<file path="src/rtl/snake_body_engine.sv">
// Snake body engine: circular-buffer body store with per-tick head move, wall/self collision scan and food growth.
// Latency: INIT_LEN cycles after reset; a step completes at most MAX_LEN+3 cycles after step_req; read port is 1 cycle.
// Backpressure: none. step_req is dropped while busy, and the read port is always available.
// Optional feature: define WRAP_EN to make the grid edges wrap around instead of killing the snake.
module snake_body_engine #(
  parameter int GRID_W   = 40,
  parameter int GRID_H   = 30,
  parameter int CELL_PX  = 4,
  parameter int MAX_LEN  = 64,
  parameter int INIT_LEN = 3,
  parameter int START_X  = 15,
  parameter int START_Y  = 15,
  localparam int XW  = $clog2(GRID_W),
  localparam int YW  = $clog2(GRID_H),
  localparam int LW  = $clog2(MAX_LEN),
  localparam int PW  = $clog2(CELL_PX),
  localparam int PXW = XW + PW,
  localparam int PYW = YW + PW
) (
  input  logic           clk,
  input  logic           rst,
  input  logic           step_req,
  input  logic [1:0]     dir,
  input  logic [XW-1:0]  food_x,
  input  logic [YW-1:0]  food_y,
  input  logic [LW-1:0]  seg_idx,
  output logic [PXW-1:0] seg_x_px,
  output logic [PYW-1:0] seg_y_px,
  output logic           seg_valid,
  output logic           busy,
  output logic           step_done,
  output logic           ate,
  output logic           dead,
  output logic [LW:0]    length
);

  localparam logic [1:0]    DIR_UP    = 2'd0;
  localparam logic [1:0]    DIR_DOWN  = 2'd1;
  localparam logic [1:0]    DIR_LEFT  = 2'd2;
  localparam logic [1:0]    DIR_RIGHT = 2'd3;
  localparam logic [LW:0]   FULL_LEN  = (LW+1)'(MAX_LEN);
  localparam logic [LW:0]   INIT_LAST = (LW+1)'(INIT_LEN - 1);
  localparam logic [XW-1:0] X_MAX     = XW'(GRID_W - 1);
  localparam logic [YW-1:0] Y_MAX     = YW'(GRID_H - 1);

  typedef enum logic [2:0] {
    S_INIT,
    S_IDLE,
    S_CALC,
    S_SCAN,
    S_COMMIT,
    S_DEAD
  } state_t;

  state_t state, state_n;

  // Body storage, indexed physically; logical segment k lives at head_ptr+k.
  logic [XW-1:0] mem_x [MAX_LEN];
  logic [YW-1:0] mem_y [MAX_LEN];

  logic [LW-1:0] head_ptr;
  logic [XW-1:0] head_x, new_x, calc_x, init_x;
  logic [YW-1:0] head_y, new_y, calc_y;
  logic [1:0]    cur_dir;
  logic          grow_q, food_q;
  logic [LW:0]   scan_idx, scan_cnt, calc_cnt;
  logic          calc_wall, calc_food, calc_grow;
  logic          reverse, scan_hit;
  logic [LW-1:0] scan_addr, rd_addr, wr_ptr;

  assign busy      = (state != S_IDLE);
  assign reverse   = (dir[1] == cur_dir[1]) && (dir[0] != cur_dir[0]);
  assign scan_addr = head_ptr + scan_idx[LW-1:0];
  assign rd_addr   = head_ptr + seg_idx;
  assign wr_ptr    = head_ptr - LW'(1);
  assign init_x    = XW'(START_X - int'(length));
  assign scan_hit  = (mem_x[scan_addr] == new_x) && (mem_y[scan_addr] == new_y);

  // Candidate head cell; edge tests come before any decrement so nothing underflows.
  always_comb begin
    calc_x    = head_x;
    calc_y    = head_y;
    calc_wall = 1'b0;
    case (cur_dir)
      DIR_UP: begin
        if (head_y == '0) begin
`ifdef WRAP_EN
          calc_y = Y_MAX;
`else
          calc_wall = 1'b1;
`endif
        end else begin
          calc_y = head_y - YW'(1);
        end
      end
      DIR_DOWN: begin
        if (head_y == Y_MAX) begin
`ifdef WRAP_EN
          calc_y = '0;
`else
          calc_wall = 1'b1;
`endif
        end else begin
          calc_y = head_y + YW'(1);
        end
      end
      DIR_LEFT: begin
        if (head_x == '0) begin
`ifdef WRAP_EN
          calc_x = X_MAX;
`else
          calc_wall = 1'b1;
`endif
        end else begin
          calc_x = head_x - XW'(1);
        end
      end
      default: begin
        if (head_x == X_MAX) begin
`ifdef WRAP_EN
          calc_x = '0;
`else
          calc_wall = 1'b1;
`endif
        end else begin
          calc_x = head_x + XW'(1);
        end
      end
    endcase
  end

  // Food/growth decision and scan length; the tail is excluded when it vacates this tick.
  always_comb begin
    calc_food = (calc_x == food_x) && (calc_y == food_y);
    calc_grow = calc_food && (length < FULL_LEN);
    calc_cnt  = calc_grow ? length : (length - (LW+1)'(1));
  end

  // FSM state register.
  always_ff @(posedge clk) begin
    if (!rst) state <= S_INIT;
    else      state <= state_n;
  end

  // FSM next-state logic.
  always_comb begin
    state_n = state;
    case (state)
      S_INIT:   if (length == INIT_LAST) state_n = S_IDLE;
      S_IDLE:   if (step_req) state_n = S_CALC;
      S_CALC: begin
        if (calc_wall)            state_n = S_DEAD;
        else if (calc_cnt == '0)  state_n = S_COMMIT;
        else                      state_n = S_SCAN;
      end
      S_SCAN: begin
        if (scan_hit)                                state_n = S_DEAD;
        else if (scan_idx == scan_cnt - (LW+1)'(1))  state_n = S_COMMIT;
      end
      S_COMMIT: state_n = S_IDLE;
      S_DEAD:   state_n = S_DEAD;
      default:  state_n = S_INIT;
    endcase
  end

  // Control/datapath registers: head, pointer, length, scan bookkeeping and status pulses.
  always_ff @(posedge clk) begin
    if (!rst) begin
      head_ptr  <= '0;
      length    <= '0;
      cur_dir   <= DIR_RIGHT;
      head_x    <= '0;
      head_y    <= '0;
      new_x     <= '0;
      new_y     <= '0;
      grow_q    <= 1'b0;
      food_q    <= 1'b0;
      scan_idx  <= '0;
      scan_cnt  <= '0;
      step_done <= 1'b0;
      ate       <= 1'b0;
      dead      <= 1'b0;
    end else begin
      step_done <= 1'b0;
      ate       <= 1'b0;
      case (state)
        S_INIT: begin
          length <= length + (LW+1)'(1);
          if (length == '0) begin
            head_x <= XW'(START_X);
            head_y <= YW'(START_Y);
          end
        end
        S_IDLE: begin
          if (step_req && !reverse) cur_dir <= dir;
        end
        S_CALC: begin
          new_x    <= calc_x;
          new_y    <= calc_y;
          grow_q   <= calc_grow;
          food_q   <= calc_food;
          scan_cnt <= calc_cnt;
          scan_idx <= '0;
          if (calc_wall) begin
            dead      <= 1'b1;
            step_done <= 1'b1;
          end
        end
        S_SCAN: begin
          scan_idx <= scan_idx + (LW+1)'(1);
          if (scan_hit) begin
            dead      <= 1'b1;
            step_done <= 1'b1;
          end
        end
        S_COMMIT: begin
          head_ptr  <= wr_ptr;
          head_x    <= new_x;
          head_y    <= new_y;
          length    <= length + (LW+1)'(grow_q);
          step_done <= 1'b1;
          ate       <= food_q;
        end
        default: ;
      endcase
    end
  end

  // Body writes: initial segments laid out leftward from the start cell, new head one slot before head_ptr.
  always_ff @(posedge clk) begin
    if (rst) begin
      if (state == S_INIT) begin
        mem_x[length[LW-1:0]] <= init_x;
        mem_y[length[LW-1:0]] <= YW'(START_Y);
      end else if (state == S_COMMIT) begin
        mem_x[wr_ptr] <= new_x;
        mem_y[wr_ptr] <= new_y;
      end
    end
  end

  // Registered read port for the draw sequencer; sees pre-commit contents during COMMIT.
  always_ff @(posedge clk) begin
    if (!rst) begin
      seg_x_px  <= '0;
      seg_y_px  <= '0;
      seg_valid <= 1'b0;
    end else begin
      seg_x_px  <= PXW'(mem_x[rd_addr]) * PXW'(CELL_PX);
      seg_y_px  <= PYW'(mem_y[rd_addr]) * PYW'(CELL_PX);
      seg_valid <= ({1'b0, seg_idx} < length);
    end
  end

endmodule

</file>
<file path="config.mk">
export PLATFORM = sky130hd
export DESIGN_NAME = snake_body_engine
export DESIGN_NICKNAME = d
export VERILOG_FILES = /design/src/rtl/snake_body_engine.sv
export SDC_FILE = /design/constraint.sdc
export NUM_CORES = 1
export LEC_CHECK = 0
export CORE_AREA = 2 2 261 263
export DETAILED_ROUTE_END_ITERATION = 6
export DIE_AREA = 0 0 263 265
export GPL_ROUTABILITY_DRIVEN = 0
export PLACE_DENSITY = 0.74
export SLEW_MARGIN = 20
export SYNTH_ARGS = -nofsm -noshare
export SYNTH_HDL_FRONTEND = slang
export SYNTH_SLANG_ARGS = --single-unit
</file>
<file path="constraint.sdc">
create_clock -name clk -period 7.3 [get_ports clk]
set_input_delay 1.46 -clock clk [delete_from_list [all_inputs] [get_ports clk]]
set_output_delay 1.46 -clock clk [all_outputs]
set_load 0.05 [all_outputs]
</file>
==> metrics.cfg <==
[cts]
cts_buffers = 78
clock_path_buffers = 3
clk_pin_slew_ps = 60
htree_levels = 3
cts.sinks = 775
cts_tree = yes
ctsResizeCount = 0
clkLatencyLatePin_ps = 640
holdBufCountCts = 0
ctsRootBufferMaster = clkbuf_16
postCtsSetupBuffers = 0

[grt]
grt-ovfl-total = 0
antenna_found_initial = 4
gr-usage-all-layers_pct = 33.9
first_global_vias = 25000
grt_max_degree = 113
grt_pass1_wl_um = 170000

[synthesis]
synth_edf_count = 704
yosys-top-cells-area = edfxtp_1 (55%), mux4_2 (21%), dfxtp_1 (3.7%), nand2_1 (2.0%), mux2i_1 (1.4%)
ys_types = 97
syn_area_um2 = 38400
yosysWarnings = 0
async_flop_share_pct = 0
synth_top_area_share_pct = 55.1
synth_largest_area_cell = edfxtp_1
synth_ff_type = edfxtp_1
ys_seq_area_share_pct = 58.8
synth_commonest_cells = edfxtp_1 (704), mux4_2 (365), nand2_1 (208), nor2_1 (144), clkbuf_1 (83)
synth_most_common_cell = edfxtp_1
ys_ff_latch = 775
syn_avg_cell_area_um2 = 16.2
synth_cells = 2370

[detailed_routing]
dr_total_vias = 25100
dr.pass1.iters = 7
post_drt_via_cell_ratio = 7.49
wl_per_cell_um = 34.8
drtIter0Drc = 3833
antenna_left = 0
drc = 8
drt_wl_total_um = 117000

[setup_path]
crit_fanout = 69
slowest_stage = fa_4
cp.arrival_ps = 6260
cp_data_required_time_ps = 7870
max_stage_delay_ps = 1150
cpMostUsedCell = a21oi_1
worstSetupEndpointType = flop
cp-start-kind = flop
worst-setup-path-type = reg -> reg
reg2reg_slack_ps = 1600
path_cells = ha_4, fa_4, buf_12, mux4_2, and3_1, a2111o_1, a41oi_1, a21oi_1, xor2_1, a221oi_1, nand4b_1, a32o_1, a21oi_1

[sta]
report.final.hold_viol_count = 0
fin_worst_skew_ps = 24.2
rsz0062_at_grt = no
worstMarginPinSlew_ps = 1120
finalCritPeriodShare_pct = 78.0
tns_ps = 0
drv_slew = 0
min_period_ps = 5700
timing.fmax_mhz = 176
setup_viol = 0
slew_headroom_pct = 24.8

[pwr]
pwr_density_cell_nw_per_um2 = 245
p_leak_nw = 14.1
total_power_w = 0.0105
peakVddDrop_mv = 0.174

[place]
place_area_um2 = 40000
numPortBuffers = 44
hpwl_um = 72400

[final_layout]
fin_area_um2 = 42700
multiInputGateArea_um2 = 15100
antenna_cells = 0
final_util_pct = 64.0
layout-drive-gt1-share_pct = 26.3
syn2layout_area_growth_pct = 11.3
seqCellArea_um2 = 22600
fin_nets = 2471
fillCellCount = 4524

[outcome]
status = finished, violations left
violations = DRC

[floorplan]
core_area_um2 = 66800
dieArea_um2 = 69700
fp-row-count = 95
die_w_um = 263
die-height_um = 265
io_pins = 49
initial_core_util_pct = 57.5

[hold_path]
hold_path_class = reg -> reg

[run]
drv_cap = 0

area by class of cell:
type / instances / area share, %
clock inverters: 49 / 1.38
flip-flops and latches: 775 / 52.8
inverters: 30 / 0.264
repair buffers: 131 / 2.82
well taps: 873 / 2.56
multi-input cells: 1400 / 35.3
clock buffers: 93 / 4.85
flip-flops by register name (all words and copies together), names as in the netlist, 2 cells and up:
signal    count
length        7
state         3
mem_x       384
scan_idx      7
mem_y       320
cur_dir       2
seg_y_px      5
head_y        5
new_x         6
seg_x_px      6
head_x        6
head_ptr      6
scan_cnt      7
new_y         5
critical path, delay by kind of cell (launching register included):
| family | cells | cell delay, ps |
|---|---|---|
| buf+inv | 1 | 440 |
| fa+ha+maj | 2 | 1380 |
| simple gates | 2 | 520 |
| xor+xnor | 1 | 180 |
| flops | 1 | 410 |
| compound gates | 6 | 2010 |
| mux | 1 | 570 |
layout by cell type (no fill, tap or decap), types with 25 or more instances in the layout:
cell type and instances:
edfxtp_1 704, clkbuf_16 81, mux2i_1 54, ha_1 29, mux4_2 365, clkdlybuf4s50_1 44, nand3_1 64, nor2_2 27
a211oi_1 28, nand2_1 205, inv_1 28, nor2_1 120, o21ai_0 34, dfxtp_1 71, a21oi_1 52, xnor2_1 34
and2_1 25, buf_4 78
report_power, final:
group	total [W]	switching (W)	internal, W
logic	0.00119	0.000757	0.000429
registers	0.00507	0.000110	0.00496
clock network	0.00420	0.00174	0.00246
through the flow:
stage	hold slack [ps]	cells	setup WS, ps
after floorplan	427	2373	1840
after global placement	439	3209	1600
after detailed placement	444	3209	1540
after CTS	459	3351	1950
after global routing	475	3351	1560
final	459	3351	1600
worst paths after layout:
kind,startpoint,to,cells past startpoint
setup / recovery,head_ptr[0]$_SDFFE_PN0P_,state[0]$_SDFFE_PN0P_,13
hold / removal,food_q$_SDFFE_PN0P_,food_q$_SDFFE_PN0P_,2
setup reg to reg,head_ptr[0]$_SDFFE_PN0P_,state[0]$_SDFFE_PN0P_,13
hold reg to reg,food_q$_SDFFE_PN0P_,food_q$_SDFFE_PN0P_,2
routing by layer:
layer / wire length (um) / track usage [%]
met1: 39500 / 43.1
met2: 52500 / 51.4
met3: 16400 / 11.4
met4: 8210 / 19.7
met5: 69 / 0.347
kinds of logic (layout without fill, tap and decap cells):
| group | count (synthesis) | count (layout) | synth area share, % |
|---|---|---|---|
| flip-flops | 775 | 775 | 58.8 |
| AO/OA/AOI/OAI | 285 | 285 | 5.50 |
| buffers and inverters | 198 | 303 | 2.56 |
| other | 1 | 4 | 0.00977 |
| XOR/XNOR | 60 | 60 | 1.53 |
| multiplexers | 431 | 431 | 23.3 |
| AND/OR/NAND/NOR | 587 | 587 | 7.25 |
| adder cells (fa/ha/maj) | 33 | 33 | 1.11 |
(Power assumes the default switching activity.)
